`src/rtl/fetch_queue_if.sv`:
```
// Fetch-queue bus bundle: redirect, instruction-memory request/response and
// core-side instruction handshake grouped in one interface.
// Latency: none (wires only).
// Backpressure: carried by inst_valid/inst_ready; imem_req is held off by the fetch stage.
// master : the fetch_queue side (drives imem_req/imem_addr and the inst head).
// slave  : the core + instruction-memory side (drives redirect, imem response, inst_ready).
interface fetch_queue_if #(
   parameter int ADDR_W = 64,
   parameter int INST_W = 32
);
   logic              redirect_valid;
   logic [ADDR_W-1:0] redirect_pc;
   logic              imem_req;
   logic [ADDR_W-1:0] imem_addr;
   logic              imem_valid;
   logic [INST_W-1:0] imem_rdata;
   logic              inst_valid;
   logic              inst_ready;
   logic [INST_W-1:0] inst;
   logic [ADDR_W-1:0] inst_pc;

   modport master (
      input  redirect_valid, redirect_pc, imem_valid, imem_rdata, inst_ready,
      output imem_req, imem_addr, inst_valid, inst, inst_pc
   );

   modport slave (
      output redirect_valid, redirect_pc, imem_valid, imem_rdata, inst_ready,
      input  imem_req, imem_addr, inst_valid, inst, inst_pc
   );
endinterface

```
`src/rtl/fetch_queue.sv`:
```
// Sequential instruction fetch from a variable-latency memory into a small PC-tagged FIFO.
// Latency: request in cycle N, response in cycle M>N, entry on inst_valid in cycle M+1.
// Backpressure: no request is issued unless a FIFO slot is free; the core pops via inst_valid/inst_ready.
// Ports: CLK, resetl (synchronous, active-high), startpc (PC loaded in reset),
//        bus (fetch_queue_if.master: redirect, imem req/resp, inst head handshake),
//        occupancy (current FIFO entry count).
module fetch_queue #(
   parameter int DEPTH  = 4,
   parameter int ADDR_W = 64,
   parameter int INST_W = 32
) (
   input  logic                         CLK,
   input  logic                         resetl,
   input  logic [ADDR_W-1:0]            startpc,
   fetch_queue_if.master                bus,
   output logic [$clog2(DEPTH+1)-1:0]   occupancy
);

   localparam int PTR_W = $clog2(DEPTH);
   localparam int CNT_W = $clog2(DEPTH+1);

   // IDLE: nothing outstanding; WAIT: response will be kept; DROP: response will be discarded
   localparam logic [1:0] ST_IDLE = 2'd0;
   localparam logic [1:0] ST_WAIT = 2'd1;
   localparam logic [1:0] ST_DROP = 2'd2;

   typedef struct packed {
      logic [ADDR_W-1:0] pc;
      logic [INST_W-1:0] inst;
   } entry_t;

   entry_t            store [DEPTH];
   entry_t            head;
   logic [1:0]        state;
   logic [ADDR_W-1:0] fetch_pc;
   logic [ADDR_W-1:0] issued_pc;
   logic [PTR_W-1:0]  rd_ptr;
   logic [PTR_W-1:0]  wr_ptr;
   logic [CNT_W-1:0]  count;
   logic              has_slot;
   logic              issue;
   logic              push;
   logic              pop;

   // A slot is reserved at issue time; count can only fall while waiting,
   // so the eventual push can never overflow.
   assign has_slot = count < CNT_W'(DEPTH);
   assign issue    = !resetl && (state == ST_IDLE) && has_slot && !bus.redirect_valid;
   assign push     = !resetl && (state == ST_WAIT) && bus.imem_valid && !bus.redirect_valid;
   assign pop      = bus.inst_valid && bus.inst_ready && !bus.redirect_valid;

   assign bus.imem_req  = issue;
   assign bus.imem_addr = fetch_pc;

   // Outputs are forced quiet for the whole time reset is held, not just after the first edge.
   assign bus.inst_valid = !resetl && (count != '0);
   assign head           = store[rd_ptr];
   assign bus.inst       = head.inst;
   assign bus.inst_pc    = head.pc;
   assign occupancy      = resetl ? '0 : count;

   always_ff @(posedge CLK) begin
      if (resetl) begin
         fetch_pc  <= startpc;
         issued_pc <= '0;
         rd_ptr    <= '0;
         wr_ptr    <= '0;
         count     <= '0;
         state     <= ST_IDLE;
      end else if (bus.redirect_valid) begin
         // Redirect flushes everything; any same-cycle pop is ignored.
         fetch_pc <= bus.redirect_pc;
         rd_ptr   <= '0;
         wr_ptr   <= '0;
         count    <= '0;
         case (state)
            ST_WAIT: state <= bus.imem_valid ? ST_IDLE : ST_DROP;
            // A response landing in the redirect cycle still retires the outstanding
            // request; remaining in DROP would wait for a response that never comes.
            ST_DROP: state <= bus.imem_valid ? ST_IDLE : ST_DROP;
            default: state <= ST_IDLE;
         endcase
      end else begin
         case (state)
            ST_IDLE: begin
               if (issue) begin
                  issued_pc <= fetch_pc;
                  state     <= ST_WAIT;
               end
            end
            ST_WAIT: begin
               if (bus.imem_valid) begin
                  fetch_pc <= issued_pc + ADDR_W'(4);
                  state    <= ST_IDLE;
               end
            end
            ST_DROP: begin
               if (bus.imem_valid) begin
                  state <= ST_IDLE;
               end
            end
            default: state <= ST_IDLE;
         endcase

         // DEPTH is a power of two, so pointer overflow is the wrap.
         if (push) begin
            wr_ptr <= wr_ptr + 1'b1;
         end
         if (pop) begin
            rd_ptr <= rd_ptr + 1'b1;
         end
         case ({push, pop})
            2'b10:   count <= count + 1'b1;
            2'b01:   count <= count - 1'b1;
            default: count <= count;
         endcase
      end
   end

   // Entry storage carries no reset; validity is tracked by count alone.
   always_ff @(posedge CLK) begin
      if (push) begin
         store[wr_ptr] <= '{pc: issued_pc, inst: bus.imem_rdata};
      end
   end

endmodule

```
`src/flat_wrapper.sv`:
```
// flat-port wrapper written by rule: the top's interface ports become plain ports
module fetch_queue_flat 
#(
   parameter int DEPTH  = 4,
   parameter int ADDR_W = 64,
   parameter int INST_W = 32
)
  (CLK, resetl, startpc, occupancy, bus_redirect_valid, bus_redirect_pc, bus_imem_valid, bus_imem_rdata, bus_inst_ready, bus_imem_req, bus_imem_addr, bus_inst_valid, bus_inst, bus_inst_pc);
  fetch_queue_if #(.ADDR_W(ADDR_W), .INST_W(INST_W)) bus_i ();
  input  logic CLK;
  input  logic resetl;
  input  logic [ADDR_W-1:0] startpc;
  output logic [$clog2(DEPTH+1)-1:0] occupancy;
  input wire logic [$bits(bus_i.redirect_valid)-1:0] bus_redirect_valid;
  input wire logic [$bits(bus_i.redirect_pc)-1:0] bus_redirect_pc;
  input wire logic [$bits(bus_i.imem_valid)-1:0] bus_imem_valid;
  input wire logic [$bits(bus_i.imem_rdata)-1:0] bus_imem_rdata;
  input wire logic [$bits(bus_i.inst_ready)-1:0] bus_inst_ready;
  output wire logic [$bits(bus_i.imem_req)-1:0] bus_imem_req;
  output wire logic [$bits(bus_i.imem_addr)-1:0] bus_imem_addr;
  output wire logic [$bits(bus_i.inst_valid)-1:0] bus_inst_valid;
  output wire logic [$bits(bus_i.inst)-1:0] bus_inst;
  output wire logic [$bits(bus_i.inst_pc)-1:0] bus_inst_pc;
  assign bus_i.redirect_valid = bus_redirect_valid;
  assign bus_i.redirect_pc = bus_redirect_pc;
  assign bus_i.imem_valid = bus_imem_valid;
  assign bus_i.imem_rdata = bus_imem_rdata;
  assign bus_i.inst_ready = bus_inst_ready;
  assign bus_imem_req = bus_i.imem_req;
  assign bus_imem_addr = bus_i.imem_addr;
  assign bus_inst_valid = bus_i.inst_valid;
  assign bus_inst = bus_i.inst;
  assign bus_inst_pc = bus_i.inst_pc;
  fetch_queue #(.DEPTH(DEPTH), .ADDR_W(ADDR_W), .INST_W(INST_W)) u_core (.CLK(CLK), .resetl(resetl), .startpc(startpc), .bus(bus_i), .occupancy(occupancy));
endmodule
```
`config.mk`:
```
export PLATFORM = sky130hd
export DESIGN_NAME = fetch_queue_flat
export DESIGN_NICKNAME = d
export VERILOG_FILES = /design/src/rtl/fetch_queue_if.sv /design/src/rtl/fetch_queue.sv /design/src/flat_wrapper.sv
export SDC_FILE = /design/constraint.sdc
export NUM_CORES = 1
export LEC_CHECK = 0
export ABC_AREA = 0
export CAP_MARGIN = 0
export CORE_AREA = 8 8 268 192
export CTS_CLUSTER_DIAMETER = 150
export CTS_CLUSTER_SIZE = 25
export DETAILED_ROUTE_END_ITERATION = 6
export DIE_AREA = 0 0 276 200
export PLACE_DENSITY = 0.75
export SLEW_MARGIN = 20
export SYNTH_ARGS = -nofsm -noshare
export SYNTH_HDL_FRONTEND = slang
export SYNTH_SLANG_ARGS = --single-unit
```
`constraint.sdc`:
```
create_clock -name CLK -period 5.9 [get_ports CLK]
set_input_delay 0.885 -clock CLK [delete_from_list [all_inputs] [get_ports CLK]]
set_output_delay 0.885 -clock CLK [all_outputs]
set_load 0.01 [all_outputs]
```
**Word level (Yosys, flattened, before mapping)**

Memory sizes are Yosys's and may differ from the RTL's. A register that Yosys moved wholly into a read port is not among the register bits.
Cells that the tools add are included.

- $add $sub $neg: 5
- Magnitude comparators: 1
- Eq/ne operators: 6
- Mux-type cells: 16
- Bitwise logic cells: 1
- Reduce and logical (&&, ||, !) cells: 21

Operators with widths:

| cell | count |
|---|---|
| 2-to-1 mux 64 bit | 4 |
| adder 64 x 3 -> 64 bit (second input constant) | 1 |
| 2-to-1 mux 2 bit | 7 |
| logical AND 1 bit | 9 |
| nonzero test 3 bit | 3 |
| case mux 3 bit (2 select lines) | 1 |
| adder 2 x 1 -> 2 bit (second input constant) | 2 |
| equality test 2 x 1 -> 1 bit (second input constant) | 2 |
| equality test 2 bit (second input constant) | 2 |
| case mux 2 bit (2 select lines) | 1 |
| AND reduction 2 bit | 2 |
| OR reduction 2 bit | 2 |
| adder 3 x 1 -> 3 bit (second input constant) | 1 |
| less-than comparator 3 bit (second input constant) | 1 |
| 2-to-1 mux 3 bit | 1 |
| inequality test 3 x 1 -> 1 bit (second input constant) | 1 |
| inequality test 3 bit (second input constant) | 1 |
| AND reduction 3 bit | 1 |
| subtractor 3 x 1 -> 3 bit (second input constant) | 1 |
| logical NOT 1 bit | 2 |
| logical NOT 2 bit | 1 |
| 2-to-1 mux 1 bit | 2 |
| nonzero test 2 bit | 1 |
| NOT 1 bit | 1 |

- Bits in registers: 137
- RAM bits: 384
- Input port bits: 165
- Memories: 1

Memory list:

| name | words | width | rd ports | clocked after Yosys merged registers in | wr ports | RTL line | RTL |
|---|---|---|---|---|---|---|---|
| u_core.store | 4 | 96 | 1 | 1 | 1 | fetch_queue.sv:32 | `entry_t store [DEPTH];` |

**Longest topological paths before layout**

- Depth after elaboration: 7
- Gate-level depth with buffers: 11
- Mapped depth without buffers: 10

**Least setup slack after synthesis**

No wires, ideal clock.

- Kind: input-to-reg
- From: in resetl
- To: mem u_core.store[0][0] (netlist bit) (enable)
- Setup time: 0.466 ns
- Arrival time: 3.922 ns
- Path slack: 1.512 ns
- Cell stages on the path: 4
- Path through: clkbuf_1 clkbuf_1 nor2_1 and3_1

- Cells in the longest elaborated chain, start to end: 6

RTL lines:

| what | RTL line | RTL |
|---|---|---|
| start, declared | flat_wrapper.sv:11 | `input logic resetl;` |
| logical NOT 1 bit | fetch_queue.sv:49 | `assign push = !resetl && (state == ST_WAIT) && bus.imem_valid && !bus.redirect_valid;` |
| logical AND 1 bit (3 in series) | fetch_queue.sv:49 |  |
| 2-to-1 mux 1 bit | fetch_queue.sv:122 | `if (push) begin` |
| 2-to-1 mux 1 bit (not written as such) | fetch_queue.sv:123 | `store[wr_ptr] <= '{pc: issued_pc, inst: bus.imem_rdata};` |
| end, declared | fetch_queue.sv:32 |  |

No other way between the ends.

==> key figures <==
Status
  • Status: finished, final reports clean

Timing
  • Final setup margin: 1860 ps
  • Final setup violation count: 0
  • Setup TNS: 0 ps
  • Period utilisation layout: 0.686
  • RSZ-0062 raised after global routing: false
  • Final hold viol count: 0
  • Slew HR: 0.293
  • Max-slew violations: 0
  • Tmin final: 4040 ps
  • Slew @ Worst Pin: 1060 ps
  • Clk_skew: 16.9 ps
  • Fmax: 247 MHz

Die
  • IO Pins: 330
  • Die height: 200 µm
  • Die ar.: 55200 µm²
  • Die width: 276 µm
  • Initial Utilization: 0.444
  • CORE AREA: 47300 µm²
  • Row count: 67

Finish
  • Area delta synth->final: 22.5%
  • Fillers: 3791
  • Multi-input combinational cell area: 5710 µm²
  • Final #Nets: 1794
  • Fraction of layout cells with a size suffix above 1: 0.111
  • FF/Latch Area: 15000 µm²

Worst setup path
  • CP Class: register to output pin
  • Endpoint kind of the worst setup timing path: output pin
  • Critical path required time: 5020 ps
  • Critical Path Source Type: register
  • CP max FO: 32
  • CP arrival: 3160 ps

Drt
  • DR vias/cell: 5.62
  • Drt pass-1 iters: 5
  • Post-DR wirelength/cell: 25.0 µm
  • Initial DRC count: 1258
  • DRC viols: 0
  • Drt total wl: 56.6 mm
  • Routed Antenna Nets: 0
  • Via count: 12700

Place
  • Place WS: 2290 ps
  • IO buf count: 329
  • RePlAce Congestion: 0.799
  • Hpwl dp: 38.4 mm

Job
  • Max-cap viol count: 0

Power
  • Overall power: 0.00668 W
  • Worst IR Drop VDD: 240 µV
  • Pwr/cell area: 260 nW/µm²
  • Pleak: 8.07 nW

CTS
  • Total clock buffers created by CTS: 24
  • CTS tree: done
  • Root Buffer: clkbuf_16
  • Post-CTS Setup Repair Bufs: 0
  • Post-cts sizing count: 0
  • CTS Buffer Depth: 3
  • Htree depth: 1
  • Hold bufs inserted after CTS: 0
  • Clk sinks: 523
  • Clock-pin transition on the worst setup and hold timing paths: 100 ps
  • Worst skew pair latency: 580 ps

Global routing
  • Vias in the first global route: 13000
  • Initial antenna violation count: 5
  • Routing usage on met2: 0.320
  • GR met1 Demand/Resource: 0.277
  • GRT overflow: 0
  • Busiest grt layer: met2
  • Gr usage total: 0.197
  • Met3 Usage GRT: 0.0399
  • Largest net degree at the start of global routing: 105
  • First-pass GRT wire length: 83.3 mm

Logic synthesis
  • Main synth FF type: edfxtp_1
  • Synth cell types: 51
  • Mapped cell area: 21000 µm²
  • Ys Warns: 0
  • Average size of a mapped cell: 16.0 µm²
  • Cells after synthesis: 1314
  • Sequential share of the synthesized area: 0.713
  • FFs w/ async S/R, synth: 0
  • Syn nets: 1488
  • Synth Register Bits: 523
  • EDFF count, synth: 448

Hold path
  • Hold Crit Class: register to register
-- synthesized netlist by cell type (3+ instances only) --
library cell,count,share of area
a21oi_1,21,0.0050
a22oi_1,18,0.0064
and3_1,7,0.0021
and4_1,6,0.0025
buf_1,9,0.0016
buf_2,9,0.0021
clkbuf_1,54,0.0097
dfxtp_1,75,0.072
edfxtp_1,448,0.64
ha_1,8,0.0048
inv_1,19,0.0034
mux2_2,7,0.0038
mux2i_1,14,0.0067
mux4_2,96,0.10
nand2_1,187,0.033
nand2b_1,6,0.0018
nand3_1,16,0.0038
nand4_1,22,0.0066
nor2_1,36,0.0064
nor2b_1,4,0.0012
nor3_1,15,0.0036
nor4_1,10,0.0030
nor4_2,3,0.0018
o21ai_0,104,0.025
o22ai_1,11,0.0033
o31a_1,4,0.0017
o31ai_1,14,0.0050
or3_1,4,0.0012
xnor2_1,38,0.016
xor2_1,20,0.0084
-- area by class of cell --
| cell class | instances | area share |
|---|---|---|
| multi-input combinational | 700 | 0.222 |
| clock buffer | 44 | 0.0275 |
| inverter | 19 | 0.00282 |
| tap | 621 | 0.0302 |
| antenna | 1 | 0.0000974 |
| timing repair buffer | 352 | 0.135 |
| sequential | 523 | 0.582 |
-- metrics by stage --
stage               instances  hold slack, ps  utilization  area, µm²
finish                   2260             493        0.544      25700
global route             2260             517        0.544      25700
CTS                      2259             493        0.543      25700
detailed placement       2215             470        0.529      25000
global placement         2215             454        0.529      25000
floorplan                1314             458            -      21000
-- final timing paths --
kind                                                           end  depth (start not counted)  slack (ps)                              start
worst max-delay path                               bus_inst_pc[18]                          3        1860                           register
worst min-delay path              u_core.issued_pc[3]$_SDFFE_PP0P_                          2         490  u_core.bus.imem_addr[3]$_DFFE_PP_
worst max register to register  u_core.bus.imem_addr[63]$_DFFE_PP_                          6        2490   u_core.issued_pc[4]$_SDFFE_PP0P_
worst min register to register    u_core.issued_pc[3]$_SDFFE_PP0P_                          2         490  u_core.bus.imem_addr[3]$_DFFE_PP_
-- flip-flops by register name, summed over array words and instances, names as in the netlist, named ones only --
name,count
u_core.store,384
u_core.bus.imem_addr,64
u_core.issued_pc,64
u_core.rd_ptr,2
u_core.state,2
u_core.count,3
u_core.wr_ptr,2
-- cell families (layout without fill, tap and decap cells) --
group	after synthesis	after routing	synth area share
compound gates	185	185	0.0509
simple gates	331	331	0.0758
buf+inv	91	415	0.0168
xor+xnor	58	58	0.0242
other cells	0	1	0
mux	117	117	0.114
flops	523	523	0.713
fa+ha+maj	9	9	0.00573
-- placed cells by master (no fill, tap or decap), drive strengths merged, types with 11 or more instances in the layout --
cell           instances
o21ai                107
nor4                  15
nor2                  36
nand3                 16
inv                   18
a22oi                 18
nand4                 25
xnor2                 38
a21oi                 21
mux2i                 14
clkbuf                44
clkdlybuf4s50        327
mux4                  96
xor2                  20
o22ai                 11
o31ai                 14
buf                   25
nand2                187
edfxtp               448
dfxtp                 75
nor3                  16
-- layer usage --
layer	vias to the layer above	wire, µm
li1	5671	-
met1	6455	24200
met2	488	26500
met3	77	4490
met4	6	1340
met5	-	37
-- power by group --
group	switching, W	internal, W
registers	0.000141	0.00413
logic	0.000235	0.000262
clock network	0.00110	0.000818
total	0.00147	0.00521
-- critical path, cell delays in order (launching register included) --
cell and delay (ps):
dfxtp_4 840, buf_4 620, mux4_2 590, clkdlybuf4s50_1 520
Power figures use the tool's default switching activity.
